`src/rtl/lsb_queue_if.sv`:
```
// ---------------------------------------------------------------------------
// lsb_queue_if
//   Memory-controller request/response bus of the load/store buffer.
//   One request is outstanding at a time; mem_en is held until mem_done.
//
//   Signals
//     mem_en     LSB -> mem  request valid, held until mem_done
//     mem_wr     LSB -> mem  1 = write, 0 = read
//     mem_a      LSB -> mem  byte address
//     mem_len    LSB -> mem  access size in bytes (1, 2 or 4)
//     mem_s      LSB -> mem  store data, low mem_len bytes used
//     mem_done   mem -> LSB  one-cycle completion pulse
//     mem_rdata  mem -> LSB  load data, valid with mem_done
//
//   Modports
//     master  the load/store buffer
//     slave   the memory controller (or a bench model of it)
// ---------------------------------------------------------------------------
interface lsb_queue_if #(
    parameter int XLEN = 32
);
    logic            mem_en;
    logic            mem_wr;
    logic [XLEN-1:0] mem_a;
    logic [2:0]      mem_len;
    logic [XLEN-1:0] mem_s;
    logic            mem_done;
    logic [XLEN-1:0] mem_rdata;

    modport master (
        output mem_en, mem_wr, mem_a, mem_len, mem_s,
        input  mem_done, mem_rdata
    );

    modport slave (
        input  mem_en, mem_wr, mem_a, mem_len, mem_s,
        output mem_done, mem_rdata
    );
endinterface

```
`src/rtl/lsb_queue.sv`:
```
// ---------------------------------------------------------------------------
// lsb_queue
//   In-order load/store buffer for the out-of-order RV32I core. Holds up to
//   DEPTH = 1 << DEPTH_LOG memory ops between issue, ROB and the memory
//   controller. Entries snoop the ALU CDB and this block's own load CDB for
//   missing operands. The head entry is sent to memory once its operands are
//   ready: ordinary loads go speculatively, stores and IO loads (address >=
//   IO_BASE) wait for the ROB commit. Rollback keeps committed stores only.
//
//   Optional feature (compile-time macro LSB_CDB_BYPASS_EN):
//     defined   - an operand arriving not-ready whose tag matches a CDB
//                 broadcast in the enqueue cycle is stored ready with the
//                 broadcast value.
//     undefined - the operand is stored not-ready; the issue stage is
//                 expected to bypass that broadcast itself.
//
//   Ports
//     clk, rst_n          clock (rising edge), asynchronous active-low reset
//     rdy                 global enable; all state frozen while low
//     rollback            mispredict flush
//     full                count >= DEPTH-1 (one slot of issue-latency margin)
//     iss_*               enqueue request and operands from the issue stage
//     cmt_en/cmt_rob_pos  ROB commit of a store or IO load
//     alu_*               ALU result broadcast (CDB)
//     mem                 memory bus, lsb_queue_if.master
//     done/res/res_rob_pos  load result broadcast (one-cycle pulse)
//
//   The mem interface instance must be built with the same XLEN.
// ---------------------------------------------------------------------------
module lsb_queue #(
    parameter int              DEPTH_LOG = 4,
    parameter int              ROB_W     = 4,
    parameter int              XLEN      = 32,
    parameter logic [XLEN-1:0] IO_BASE   = 'h30000
) (
    input  logic             clk,
    input  logic             rst_n,
    input  logic             rdy,
    input  logic             rollback,
    output logic             full,

    input  logic             iss_en,
    input  logic [ROB_W-1:0] iss_rob_pos,
    input  logic             iss_ls,
    input  logic [2:0]       iss_funct3,
    input  logic             iss_rs1_rdy,
    input  logic [XLEN-1:0]  iss_rs1_val,
    input  logic [ROB_W-1:0] iss_rs1_tag,
    input  logic             iss_rs2_rdy,
    input  logic [XLEN-1:0]  iss_rs2_val,
    input  logic [ROB_W-1:0] iss_rs2_tag,
    input  logic [XLEN-1:0]  iss_imm,

    input  logic             cmt_en,
    input  logic [ROB_W-1:0] cmt_rob_pos,

    input  logic             alu_done,
    input  logic [XLEN-1:0]  alu_res,
    input  logic [ROB_W-1:0] alu_rob_pos,

    lsb_queue_if.master      mem,

    output logic             done,
    output logic [XLEN-1:0]  res,
    output logic [ROB_W-1:0] res_rob_pos
);

    localparam int               DEPTH     = 1 << DEPTH_LOG;
    localparam logic [DEPTH_LOG:0] DEPTH_CNT = (DEPTH_LOG+1)'(DEPTH);
    localparam logic [DEPTH_LOG:0] FULL_CNT  = (DEPTH_LOG+1)'(DEPTH - 1);

    typedef enum logic [1:0] {
        IDLE  = 2'd0,
        BUSY  = 2'd1,
        DRAIN = 2'd2
    } state_t;

    // Access size in bytes from funct3[1:0]: byte, half, word.
    function automatic logic [2:0] access_len(input logic [2:0] f3);
        case (f3[1:0])
            2'b00:   return 3'd1;
            2'b01:   return 3'd2;
            default: return 3'd4;
        endcase
    endfunction

    // Load result extension: LB/LH sign-extend, LBU/LHU zero-extend, LW raw.
    function automatic logic [XLEN-1:0] load_extend(input logic [2:0] f3,
                                                    input logic [XLEN-1:0] d);
        logic signed [7:0]      b;
        logic signed [15:0]     h;
        logic signed [XLEN-1:0] w;
        b = d[7:0];
        h = d[15:0];
        case (f3)
            3'b000:  w = XLEN'(b);
            3'b001:  w = XLEN'(h);
            3'b100:  w = XLEN'(d[7:0]);
            3'b101:  w = XLEN'(d[15:0]);
            default: w = d;
        endcase
        return $unsigned(w);
    endfunction

    // Ring pointers and occupancy
    logic [DEPTH_LOG-1:0] head_q, tail_q;
    logic [DEPTH_LOG:0]   count_q;
    state_t               state_q, state_d;

    // Per-entry control bits
    logic [DEPTH-1:0] busy_q, cmt_q, rs1_rdy_q, rs2_rdy_q;

    // Per-entry payload
    logic [DEPTH-1:0] ls_q;
    logic [2:0]       f3_q      [DEPTH];
    logic [ROB_W-1:0] pos_q     [DEPTH];
    logic [ROB_W-1:0] rs1_tag_q [DEPTH];
    logic [ROB_W-1:0] rs2_tag_q [DEPTH];
    logic [XLEN-1:0]  rs1_val_q [DEPTH];
    logic [XLEN-1:0]  rs2_val_q [DEPTH];
    logic [XLEN-1:0]  imm_q     [DEPTH];

    // Registered memory request
    logic            mem_en_q, mem_wr_q;
    logic [XLEN-1:0] mem_a_q, mem_s_q;
    logic [2:0]      mem_len_q;

    assign mem.mem_en  = mem_en_q;
    assign mem.mem_wr  = mem_wr_q;
    assign mem.mem_a   = mem_a_q;
    assign mem.mem_len = mem_len_q;
    assign mem.mem_s   = mem_s_q;

    assign full = (count_q >= FULL_CNT);

    // Operand snoop hits per entry
    logic [DEPTH-1:0] s1_alu, s1_cdb, s2_alu, s2_cdb;

    always_comb begin
        for (int i = 0; i < DEPTH; i++) begin
            s1_alu[i] = busy_q[i] && !rs1_rdy_q[i] && alu_done && (rs1_tag_q[i] == alu_rob_pos);
            s1_cdb[i] = busy_q[i] && !rs1_rdy_q[i] && done     && (rs1_tag_q[i] == res_rob_pos);
            s2_alu[i] = busy_q[i] && !rs2_rdy_q[i] && alu_done && (rs2_tag_q[i] == alu_rob_pos);
            s2_cdb[i] = busy_q[i] && !rs2_rdy_q[i] && done     && (rs2_tag_q[i] == res_rob_pos);
        end
    end

    // Operands as written into a newly enqueued entry
    logic            in_rs1_rdy, in_rs2_rdy;
    logic [XLEN-1:0] in_rs1_val, in_rs2_val;

    always_comb begin
        in_rs1_rdy = iss_rs1_rdy;
        in_rs1_val = iss_rs1_val;
        in_rs2_rdy = iss_rs2_rdy;
        in_rs2_val = iss_rs2_val;
`ifdef LSB_CDB_BYPASS_EN
        if (!iss_rs1_rdy && alu_done && (iss_rs1_tag == alu_rob_pos)) begin
            in_rs1_rdy = 1'b1;
            in_rs1_val = alu_res;
        end else if (!iss_rs1_rdy && done && (iss_rs1_tag == res_rob_pos)) begin
            in_rs1_rdy = 1'b1;
            in_rs1_val = res;
        end
        if (!iss_rs2_rdy && alu_done && (iss_rs2_tag == alu_rob_pos)) begin
            in_rs2_rdy = 1'b1;
            in_rs2_val = alu_res;
        end else if (!iss_rs2_rdy && done && (iss_rs2_tag == res_rob_pos)) begin
            in_rs2_rdy = 1'b1;
            in_rs2_val = res;
        end
`endif
    end

    // Committed entries are contiguous from head, so their count gives the
    // tail position that survives a rollback.
    logic [DEPTH_LOG:0] ncommit;

    always_comb begin
        ncommit = '0;
        for (int i = 0; i < DEPTH; i++)
            ncommit = ncommit + (DEPTH_LOG+1)'(busy_q[i] & cmt_q[i]);
    end

    // Head entry readiness
    logic [XLEN-1:0] head_addr;
    logic            head_io, head_ready, head_cmt, head_ls;

    assign head_addr = rs1_val_q[head_q] + imm_q[head_q];
    assign head_io   = (head_addr >= IO_BASE);
    assign head_cmt  = cmt_q[head_q];
    assign head_ls   = ls_q[head_q];

    always_comb begin
        head_ready = busy_q[head_q] && rs1_rdy_q[head_q];
        if (head_ls)
            head_ready = head_ready && rs2_rdy_q[head_q] && head_cmt;
        else
            head_ready = head_ready && (!head_io || head_cmt);
    end

    // ---- FSM: state register ----
    always_ff @(posedge clk or negedge rst_n) begin
        if (!rst_n)
            state_q <= IDLE;
        else if (rdy)
            state_q <= state_d;
    end

    // ---- FSM: next state ----
    always_comb begin
        state_d = state_q;
        case (state_q)
            IDLE:  if (head_ready && (!rollback || head_cmt)) state_d = BUSY;
            BUSY: begin
                if (mem.mem_done)
                    state_d = IDLE;
                else if (rollback && !head_cmt)
                    state_d = DRAIN;    // flushed load in flight: swallow its reply
            end
            DRAIN: if (mem.mem_done) state_d = IDLE;
            default: state_d = IDLE;
        endcase
    end

    // ---- FSM: control outputs ----
    logic start, deq, ld_done, enq, mem_clr;

    always_comb begin
        start   = (state_q == IDLE) && head_ready && (!rollback || head_cmt);
        // A reply for an access that the same-cycle rollback flushes is dropped.
        deq     = (state_q == BUSY) && mem.mem_done && (!rollback || head_cmt);
        ld_done = deq && !head_ls && !rollback;
        mem_clr = (state_q != IDLE) && mem.mem_done;
        enq     = iss_en && (count_q != DEPTH_CNT) && !rollback;
    end

    // ---- Ring pointers ----
    always_ff @(posedge clk or negedge rst_n) begin
        if (!rst_n) begin
            head_q  <= '0;
            tail_q  <= '0;
            count_q <= '0;
        end else if (rdy) begin
            head_q <= head_q + DEPTH_LOG'(deq);
            if (rollback) begin
                tail_q  <= head_q + ncommit[DEPTH_LOG-1:0];
                count_q <= ncommit - (DEPTH_LOG+1)'(deq);
            end else begin
                tail_q  <= tail_q + DEPTH_LOG'(enq);
                count_q <= count_q + (DEPTH_LOG+1)'(enq) - (DEPTH_LOG+1)'(deq);
            end
        end
    end

    // ---- Entry control bits ----
    always_ff @(posedge clk or negedge rst_n) begin
        if (!rst_n) begin
            busy_q    <= '0;
            cmt_q     <= '0;
            rs1_rdy_q <= '0;
            rs2_rdy_q <= '0;
        end else if (rdy) begin
            for (int i = 0; i < DEPTH; i++) begin
                if (s1_alu[i] || s1_cdb[i])
                    rs1_rdy_q[i] <= 1'b1;
                if (s2_alu[i] || s2_cdb[i])
                    rs2_rdy_q[i] <= 1'b1;
                if (!rollback && cmt_en && busy_q[i] && (pos_q[i] == cmt_rob_pos))
                    cmt_q[i] <= 1'b1;
                if (rollback && !cmt_q[i])
                    busy_q[i] <= 1'b0;
                if (deq && (head_q == DEPTH_LOG'(i))) begin
                    busy_q[i] <= 1'b0;
                    cmt_q[i]  <= 1'b0;
                end
                if (enq && (tail_q == DEPTH_LOG'(i))) begin
                    busy_q[i]    <= 1'b1;
                    cmt_q[i]     <= 1'b0;
                    rs1_rdy_q[i] <= in_rs1_rdy;
                    rs2_rdy_q[i] <= in_rs2_rdy;
                end
            end
        end
    end

    // ---- Entry payload ----
    always_ff @(posedge clk) begin
        if (rdy) begin
            for (int i = 0; i < DEPTH; i++) begin
                if (enq && (tail_q == DEPTH_LOG'(i))) begin
                    ls_q[i]      <= iss_ls;
                    f3_q[i]      <= iss_funct3;
                    pos_q[i]     <= iss_rob_pos;
                    rs1_tag_q[i] <= iss_rs1_tag;
                    rs2_tag_q[i] <= iss_rs2_tag;
                    rs1_val_q[i] <= in_rs1_val;
                    rs2_val_q[i] <= in_rs2_val;
                    imm_q[i]     <= iss_imm;
                end else begin
                    if (s1_alu[i])
                        rs1_val_q[i] <= alu_res;
                    else if (s1_cdb[i])
                        rs1_val_q[i] <= res;
                    if (s2_alu[i])
                        rs2_val_q[i] <= alu_res;
                    else if (s2_cdb[i])
                        rs2_val_q[i] <= res;
                end
            end
        end
    end

    // ---- Memory request and load result registers ----
    always_ff @(posedge clk or negedge rst_n) begin
        if (!rst_n) begin
            mem_en_q    <= 1'b0;
            mem_wr_q    <= 1'b0;
            mem_a_q     <= '0;
            mem_len_q   <= '0;
            mem_s_q     <= '0;
            done        <= 1'b0;
            res         <= '0;
            res_rob_pos <= '0;
        end else if (rdy) begin
            if (start) begin
                mem_en_q  <= 1'b1;
                mem_wr_q  <= head_ls;
                mem_a_q   <= head_addr;
                mem_len_q <= access_len(f3_q[head_q]);
                mem_s_q   <= rs2_val_q[head_q];
            end else if (mem_clr) begin
                mem_en_q <= 1'b0;
            end
            done <= ld_done;
            if (ld_done) begin
                res         <= load_extend(f3_q[head_q], mem.mem_rdata);
                res_rob_pos <= pos_q[head_q];
            end
        end
    end

endmodule

```
`src/flat_wrapper.sv`:
```
// flat-port wrapper written by rule: the top's interface ports become plain ports
module lsb_queue_flat 
#(
    parameter int              DEPTH_LOG = 4,
    parameter int              ROB_W     = 4,
    parameter int              XLEN      = 32,
    parameter logic [XLEN-1:0] IO_BASE   = 'h30000
)
  (clk, rst_n, rdy, rollback, full, iss_en, iss_rob_pos, iss_ls, iss_funct3, iss_rs1_rdy, iss_rs1_val, iss_rs1_tag, iss_rs2_rdy, iss_rs2_val, iss_rs2_tag, iss_imm, cmt_en, cmt_rob_pos, alu_done, alu_res, alu_rob_pos, done, res, res_rob_pos, mem_mem_en, mem_mem_wr, mem_mem_a, mem_mem_len, mem_mem_s, mem_mem_done, mem_mem_rdata);
  lsb_queue_if #(.XLEN(XLEN)) mem_i ();
  input  logic clk;
  input  logic rst_n;
  input  logic rdy;
  input  logic rollback;
  output logic full;
  input  logic iss_en;
  input  logic [ROB_W-1:0] iss_rob_pos;
  input  logic iss_ls;
  input  logic [2:0] iss_funct3;
  input  logic iss_rs1_rdy;
  input  logic [XLEN-1:0] iss_rs1_val;
  input  logic [ROB_W-1:0] iss_rs1_tag;
  input  logic iss_rs2_rdy;
  input  logic [XLEN-1:0] iss_rs2_val;
  input  logic [ROB_W-1:0] iss_rs2_tag;
  input  logic [XLEN-1:0] iss_imm;
  input  logic cmt_en;
  input  logic [ROB_W-1:0] cmt_rob_pos;
  input  logic alu_done;
  input  logic [XLEN-1:0] alu_res;
  input  logic [ROB_W-1:0] alu_rob_pos;
  output logic done;
  output logic [XLEN-1:0] res;
  output logic [ROB_W-1:0] res_rob_pos;
  output wire logic [$bits(mem_i.mem_en)-1:0] mem_mem_en;
  output wire logic [$bits(mem_i.mem_wr)-1:0] mem_mem_wr;
  output wire logic [$bits(mem_i.mem_a)-1:0] mem_mem_a;
  output wire logic [$bits(mem_i.mem_len)-1:0] mem_mem_len;
  output wire logic [$bits(mem_i.mem_s)-1:0] mem_mem_s;
  input wire logic [$bits(mem_i.mem_done)-1:0] mem_mem_done;
  input wire logic [$bits(mem_i.mem_rdata)-1:0] mem_mem_rdata;
  assign mem_mem_en = mem_i.mem_en;
  assign mem_mem_wr = mem_i.mem_wr;
  assign mem_mem_a = mem_i.mem_a;
  assign mem_mem_len = mem_i.mem_len;
  assign mem_mem_s = mem_i.mem_s;
  assign mem_i.mem_done = mem_mem_done;
  assign mem_i.mem_rdata = mem_mem_rdata;
  lsb_queue #(.DEPTH_LOG(DEPTH_LOG), .ROB_W(ROB_W), .XLEN(XLEN), .IO_BASE(IO_BASE)) u_core (.clk(clk), .rst_n(rst_n), .rdy(rdy), .rollback(rollback), .full(full), .iss_en(iss_en), .iss_rob_pos(iss_rob_pos), .iss_ls(iss_ls), .iss_funct3(iss_funct3), .iss_rs1_rdy(iss_rs1_rdy), .iss_rs1_val(iss_rs1_val), .iss_rs1_tag(iss_rs1_tag), .iss_rs2_rdy(iss_rs2_rdy), .iss_rs2_val(iss_rs2_val), .iss_rs2_tag(iss_rs2_tag), .iss_imm(iss_imm), .cmt_en(cmt_en), .cmt_rob_pos(cmt_rob_pos), .alu_done(alu_done), .alu_res(alu_res), .alu_rob_pos(alu_rob_pos), .mem(mem_i), .done(done), .res(res), .res_rob_pos(res_rob_pos));
endmodule
```
`config.mk`:
```
export PLATFORM = sky130hd
export DESIGN_NAME = lsb_queue_flat
export DESIGN_NICKNAME = d
export VERILOG_FILES = /design/src/rtl/lsb_queue_if.sv /design/src/rtl/lsb_queue.sv /design/src/flat_wrapper.sv
export SDC_FILE = /design/constraint.sdc
export NUM_CORES = 2
export LEC_CHECK = 0
export BUFFER_PORTS_ARGS = -buffer_cell sky130_fd_sc_hd__buf_2
export CORE_MARGIN = 4
export CORE_UTILIZATION = 27
export CTS_CLUSTER_DIAMETER = 60
export DETAILED_ROUTE_END_ITERATION = 10
export GPL_ROUTABILITY_DRIVEN = 0
export SLEW_MARGIN = 20
export SYNTH_ARGS = -nofsm -noshare
export SYNTH_HDL_FRONTEND = slang
export SYNTH_SLANG_ARGS = --single-unit
```
`constraint.sdc`:
```
create_clock -name clk -period 6 [get_ports clk]
set_input_delay 0 -clock clk [delete_from_list [all_inputs] [get_ports clk]]
set_output_delay 0 -clock clk [all_outputs]
set_load 0.1 [all_outputs]
```
### Yosys cells after proc, flatten, opt, wreduce, memory -nomap -nowiden

Memory sizes are Yosys's and may differ from the RTL's. A register that Yosys moved wholly into a read port is not among the register bits.
Cells that the tools add are included.
W data, S select, Z words.

| cells by class | value |
|---|---|
| $add $sub $neg | 22 |
| $mul | 0 |
| div/mod/pow operators | 0 |
| magnitude comparators | 3 |
| equality and inequality tests | 120 |
| shift operators | 0 |
| multiplexer cells | 807 |
| bitwise gates (word level) | 80 |
| reductions and logical operators | 574 |

Operator list:

| operator | count |
|---|---|
| $mux W32 | 79 |
| $mux W1 | 579 |
| $mux W4 | 121 |
| $reduce_or A32 Y1 | 15 |
| $eq A4 B4 Y1 | 80 |
| $logic_and A1 B1 Y1 | 256 |
| $reduce_or A4 Y1 | 45 |
| $reduce_and A2 Y1 | 83 |
| $pmux W32 S4 | 1 |
| $reduce_bool A3 Y1 | 32 |
| $add A5 B5 Y5 | 15 |
| $reduce_bool A2 Y1 | 34 |
| $eq A4 B4 Y1 const B | 16 |
| $or A1 B1 Y1 | 64 |
| $logic_not A1 Y1 | 54 |
| $mux W3 | 15 |
| $reduce_or A3 Y1 | 15 |
| $logic_or A1 B1 Y1 | 34 |
| $add A32 B32 Y32 | 1 |
| $eq A4 B3 Y1 const B | 8 |
| $ge A32 B18 Y1 const B | 1 |
| $bmux W1 S4 | 5 |
| $and A1 B1 Y1 | 16 |
| $eq A4 B2 Y1 const B | 4 |
| 23 further kinds | 33 |

| word-level totals | value |
|---|---|
| flip-flop bits (word level) | 165 |
| bits in latches | 0 |
| memory bits (writable) | 1,776 |
| memory bits (read-only) | 0 |
| input port bits | 194 |
| output and inout port bits | 107 |
| word-level logic and storage cells | 1,703 |
| memories | 7 |

Memory list:

| name | words | bits a word | rd ports | clocked after memory_dff | wr ports | line | text |
|---|---|---|---|---|---|---|---|
| u_core.imm_q | 16 | 32 | 1 | 0 | 1 | lsb_queue.sv:121 | `logic [XLEN-1:0] imm_q [DEPTH];` |
| u_core.rs1_val_q | 16 | 32 | 1 | 0 | 16 | lsb_queue.sv:119 | `logic [XLEN-1:0] rs1_val_q [DEPTH];` |
| u_core.rs2_val_q | 16 | 32 | 1 | 1 | 16 | lsb_queue.sv:120 | `logic [XLEN-1:0] rs2_val_q [DEPTH];` |
| u_core.pos_q | 16 | 4 | 17 | 1 | 1 | lsb_queue.sv:116 | `logic [ROB_W-1:0] pos_q [DEPTH];` |
| u_core.rs1_tag_q | 16 | 4 | 16 | 0 | 1 | lsb_queue.sv:117 | `logic [ROB_W-1:0] rs1_tag_q [DEPTH];` |
| u_core.rs2_tag_q | 16 | 4 | 16 | 0 | 1 | lsb_queue.sv:118 | `logic [ROB_W-1:0] rs2_tag_q [DEPTH];` |
| 1 more memories | - | - | - | - | - | - |  |

### Depth between registers and ports, before layout

| logic depth | value |
|---|---|
| depth in word-level cells | 23 |
| mapped depth | 25 |
| gate-level depth less buffers | 19 |

### Worst setup path before layout

OpenSTA, ideal clock, no wires.

| timing path | value |
|---|---|
| kind | register to register |
| from | register u_core.count_q[2] |
| to | memory u_core.f3_q[3][0] (enable) |
| library setup time | 579 ps |
| arrival | 6,043 ps |
| data required time | 5,421 ps |
| path slack | -622 ps |
| cell stages (with the launch flop) | 6 |
| path buffers | 0 |
| period minus slack after synthesis | 6,622 ps |
| path through | dfrtp_1 > inv_1 > ha_1 > a41oi_1 > nand3_1 > nor4_1 |

| between the ends | value |
|---|---|
| longest elaborated chain between the ends | 23 |
| elaborated cells between the ends (all ways) | 112 |
| classes of those cells | 1 x eq/ne; 78 x mux; 33 x reduce/logical |

Ends and longest elaborated chain:

| item | line | text |
|---|---|---|
| from (decl) | lsb_queue.sv:107 | `logic [DEPTH_LOG:0] count_q;` |
| from (signal assigned) | lsb_queue.sv:248 | `count_q <= ncommit - (DEPTH_LOG+1)'(deq);` |
| from (signal assigned) | lsb_queue.sv:251 | `count_q <= count_q + (DEPTH_LOG+1)'(enq) - (DEPTH_LOG+1)'(deq);` |
| $ne A5 B5 Y1 * | lsb_queue.sv:235 | `enq = iss_en && (count_q != DEPTH_CNT) && !rollback;` |
| $logic_and A1 B1 Y1 * (2 in series) | lsb_queue.sv:235 |  |
| $logic_and A1 B1 Y1 | lsb_queue.sv:291 | `if (enq && (tail_q == DEPTH_LOG'(i))) begin` |
| $mux W1 | lsb_queue.sv:291 |  |
| $mux W1 | lsb_queue.sv:289 | `if (rdy) begin` |
| $mux W1 (implied by the code) | lsb_queue.sv:293 | `f3_q[i] <= iss_funct3;` |
| $reduce_or A3 Y1 (no source line) | - |  |
| $mux W4 (no source line) or $mux W1 (tied branches) (15 in series) | - |  |
| to (decl) | lsb_queue.sv:115 | `logic [2:0] f3_q [DEPTH];` |

Every way passes the cells marked *; elsewhere a longest branch is shown, timed or not.

### Final worst setup path

| timing path | value |
|---|---|
| from | register u_core.head_q[0] |
| to | register u_core.mem_s_q[3], in the netlist u_core.mem.mem_s[3], read port of u_core.rs2_val_q |

| between the ends | value |
|---|---|
| longest elaborated chain between the ends | 10 |
| elaborated cells between the ends (all ways) | 25 |
| classes of those cells | 1 x add/sub; 1 x order compare; 11 x mux; 10 x reduce/logical; 2 x memory |

Ends and longest elaborated chain:

| item | line | text |
|---|---|---|
| from (decl) | lsb_queue.sv:106 | `logic [DEPTH_LOG-1:0] head_q, tail_q;` |
| from (signal assigned) | lsb_queue.sv:245 | `head_q <= head_q + DEPTH_LOG'(deq);` |
| $mem_v2 Z16 W32 (on tied branches) | - |  |
| $add A32 B32 Y32 | lsb_queue.sv:189 | `assign head_addr = rs1_val_q[head_q] + imm_q[head_q];` |
| $ge A32 B18 Y1 | lsb_queue.sv:190 | `assign head_io = (head_addr >= IO_BASE);` |
| $logic_not A1 Y1 | lsb_queue.sv:199 | `head_ready = head_ready && (!head_io \|\| head_cmt);` |
| $logic_or A1 B1 Y1 | lsb_queue.sv:199 |  |
| $logic_and A1 B1 Y1 | lsb_queue.sv:199 |  |
| $mux W1 | lsb_queue.sv:196 | `if (head_ls)` |
| $logic_and A1 B1 Y1 (2 in series) | lsb_queue.sv:230 | `start = (state_q == IDLE) && head_ready && (!rollback \|\| head_cmt);` |
| $reduce_and A2 Y1 (no source line) | - |  |
| to (decl) | lsb_queue.sv:125 | `logic [XLEN-1:0] mem_a_q, mem_s_q;` |

Parallel ways exist; a longest one is shown, timed or not. The select of a mux whose other input is x is not followed.
A chain may end at the register's enable or synchronous reset.

==> out/results.ini <==
[global_routing]
grt_pass1_vias = 71672
grt_max_degree = 69
antenna_found_initial = 80
grt-ovfl-total = 0
busiest_layer = met2
grt_use_met2 = 0.312
grtUsageMet3 = 0.0417
track_usage = 0.191
grt_pass1_wl_um = 542000
grt_use_met1 = 0.241

[floorplanning]
dieHeight_um = 625
die_w_um = 625
core_um2 = 379000
start_util = 0.271
ios = 301
dieArea_um2 = 391000
rows = 226

[logic_synthesis]
netlist_instances = 7927
synth_warnings = 0
synthesis.nets = 8188
yosysUniqueCellTypes = 61
synth_top_area_frac = 0.523
ys_seq_area_frac = 0.568
synth_largest_area_cell = edfxtp_1
syn_area_um2 = 103000
synthTopCellsByArea = edfxtp_1 52%, mux4_2 12%, mux2i_1 9.7%, a21oi_1 5.3%, dfrtp_1 4.5%
synthArstFlopShare = 0.0936
synth.avg_cell_area_um2 = 13.0
synthFlopType = edfxtp_1
ys_seq_elements = 1977
synth-edff-count = 1792

[sta]
fin_tns_setup_ns = 0
hold_viol = 0
tightest_slew_ns = 1.18
period_share = 0.960
setup_slack_ns = 0.237
finalMaxSlewViolations = 0
setup_viol = 0
relSlewSlack = 0.215
fin_crit_ns = 5.76
timing.fmax_ghz = 0.174
clock_skew_ns = 0.115
rsz0062_at_grt = no

[setup_path]
path_class = register to register
critPathLaunch = u_core.head_q[0]
critPathArrivalTime_ns = 6.52
crit_path_end_kind = register
r2r-start = u_core.head_q[0]
crit_required_ns = 6.76
start_kind = register
cp_max_fo = 22

[power_and_ir_drop]
ir_worst_vdd_v = 0.000287
combPwrFrac = 0.059
p_total_mw = 31.3
pwr-share-clk = 0.450
powerDensity_nw_per_um2 = 259
power_frac_seq = 0.491
leakage_nw = 40.8
p_switching_mw = 7.27
internal-power_mw = 24.0
p_sw_frac = 0.232

[route]
postRouteAntennaNets = 0
drcViolationCount = 0
drt-pass1-iter-count = 6
avgRoutedWirePerCell_um = 28.8
drt_iter0_markers = 10020
vias = 72840
totalWireLength_um = 388000
viasPerCell = 5.42

[min_path]
min_from = iss_en
min-delay-path-class = input pin to register

[placed_design]
portBuffers = 300
dpl.hpwl_um = 240000
dp_slack_ns = 0.0910

[final_layout]
area_growth_pct = 17.7
nets = 8470
drive_gt1_frac = 0.193

[clock_tree]
clock_sinks = 1977
htreeDepth = 4
cts_buffers = 226
clk_latency_ns = 0.94
clk_path_buf_depth = 4
clkTransAtPathRegs_ns = 0.06
cts_root_buffer = clkbuf_16
tritoncts = done

[outcome]
status = finished clean

[run]
drv_cap = 0

## timing repair
item                                     CTS  global route
endpoints found under the hold margin   2089             0
gates resized for setup                    0             2
hold buffers                             290             0
endpoints found under the setup margin     0            56
buffers inserted                           0             4
## synth_stat cells (15+ instances only)
cell type / number
nand4_1: 42
ha_1: 54
o21bai_1: 37
inv_1: 48
buf_1: 124
clkbuf_1: 644
a21o_1: 19
mux2_1: 44
and3_1: 24
o21ai_0: 51
dfrtp_1: 185
nor2_1: 1191
xor2_1: 106
xnor2_1: 254
nand3_1: 62
edfxtp_1: 1792
nor3_1: 60
buf_2: 47
mux2i_1: 1000
a21oi_1: 1085
a31oi_1: 81
o22ai_1: 15
nand2_1: 223
nor4_1: 54
mux4_2: 532
mux2_2: 30
## flip-flops by register name, indices dropped and copies added (netlist names), 2 cells and up
| name | cells |
|---|---|
| u_core.imm_q | 512 |
| u_core.rs1_val_q | 512 |
| u_core.rs2_val_q | 512 |
| u_core.pos_q | 64 |
| u_core.rs1_tag_q | 64 |
| u_core.rs2_tag_q | 64 |
| u_core.f3_q | 48 |
| u_core.mem.mem_a | 32 |
| u_core.mem.mem_s | 32 |
| u_core.res | 32 |
| u_core.busy_q | 16 |
| u_core.cmt_q | 16 |
| u_core.ls_q | 16 |
| u_core.rs1_rdy_q | 16 |
| u_core.rs2_rdy_q | 16 |
| u_core.count_q | 5 |
| u_core.head_q | 4 |
| u_core.res_rob_pos | 4 |
| u_core.tail_q | 4 |
| u_core.mem.mem_len | 3 |
| u_core.state_q | 2 |
## critical path, stage by stage, from the launching register on
cell	delay (ns)
dfrtp_4	0.57
buf_12	0.15
buf_16	0.20
mux4_2	0.54
mux4_2	0.61
ha_1	0.26
a21oi_1	0.26
o21ai_0	0.20
a2111oi_1	0.49
buf_4	0.20
nand2b_1	0.05
o211ai_1	0.20
mux2_2	0.37
and2_1	0.18
o41ai_4	0.49
buf_12	0.26
buf_4	0.23
mux2_1	0.35
## through the flow
step | hold WS, ns | area (um2) | utilization | cells
floorplan | -0.296 | 103000 | - | 7927
global placement | -0.0241 | 111000 | 0.292 | 12701
detailed placement | -0.0150 | 111000 | 0.292 | 12702
CTS | 0.00504 | 121000 | 0.319 | 13411
global route | 0.0738 | 121000 | 0.319 | 13422
finish | 0.0320 | 121000 | 0.319 | 13439
## power by group through the flow
| stage | Combinational, mW | Clock [mW] | Sequential, mW |
|---|---|---|---|
| floorplan | 0.985 | 0 | 15.6 |
| global placement | 1.58 | 0 | 15.7 |
| detailed placement | 1.63 | 0 | 15.7 |
| CTS | 1.82 | 14.2 | 15.4 |
| global route | 1.99 | 14.8 | 15.4 |
| finish | 1.85 | 14.1 | 15.4 |
## per-layer routing
| layer | up-vias | share of wire |
|---|---|---|
| li1 | 30339 | - |
| met1 | 36677 | 0.37 |
| met2 | 4743 | 0.47 |
| met3 | 1061 | 0.10 |
| met4 | 20 | 0.052 |
| met5 | - | 0.00036 |
## layout make-up
class	count	area (um2)
Tap cell	5016	6280
Clock buffer	307	6180
Inverter	49	188
Multi-Input combinational cell	5078	41700
Sequential cell	1977	58500
Fill cell	36923	258000
Antenna cell	23	57.6
Timing Repair Buffer	877	6930
Clock inverter	112	1230
## kinds of logic after synthesis
family,share of synthesized area
xor+xnor,0.0306
flops,0.568
compound gates,0.0686
buf+inv,0.0329
simple gates,0.0688
fa+ha+maj,0.00910
mux,0.222
## worst paths after layout
kind | endpoint | cells after the start | slack, ns
min reg2reg | u_core.mem.mem_s[14] | 1 | 0.48
min in group asynchronous | u_core.res[18] | 4 | 0.28
max in group asynchronous | u_core.res_rob_pos[1] | 4 | 4.60
min | u_core.count_q[0] | 7 | 0.03
max reg2reg | u_core.mem.mem_s[3] | 17 | 0.24
max | u_core.mem.mem_s[3] | 17 | 0.24
## layout by cell type (no fill, tap or decap), types with 106 or more instances in the layout
cell	synthesis	layout
xnor2_1	254	254
edfxtp_1	1792	1792
dlygate4sd3_1	0	289
buf_2	47	299
nand2_1	223	195
xor2_1	106	106
a21oi_1	1085	1083
mux2i_1	1000	1000
buf_4	2	260
clkbuf_16	0	231
mux4_2	532	532
nor2_1	1191	1176
dfrtp_1	185	174
Power figures use the tool's default switching activity.
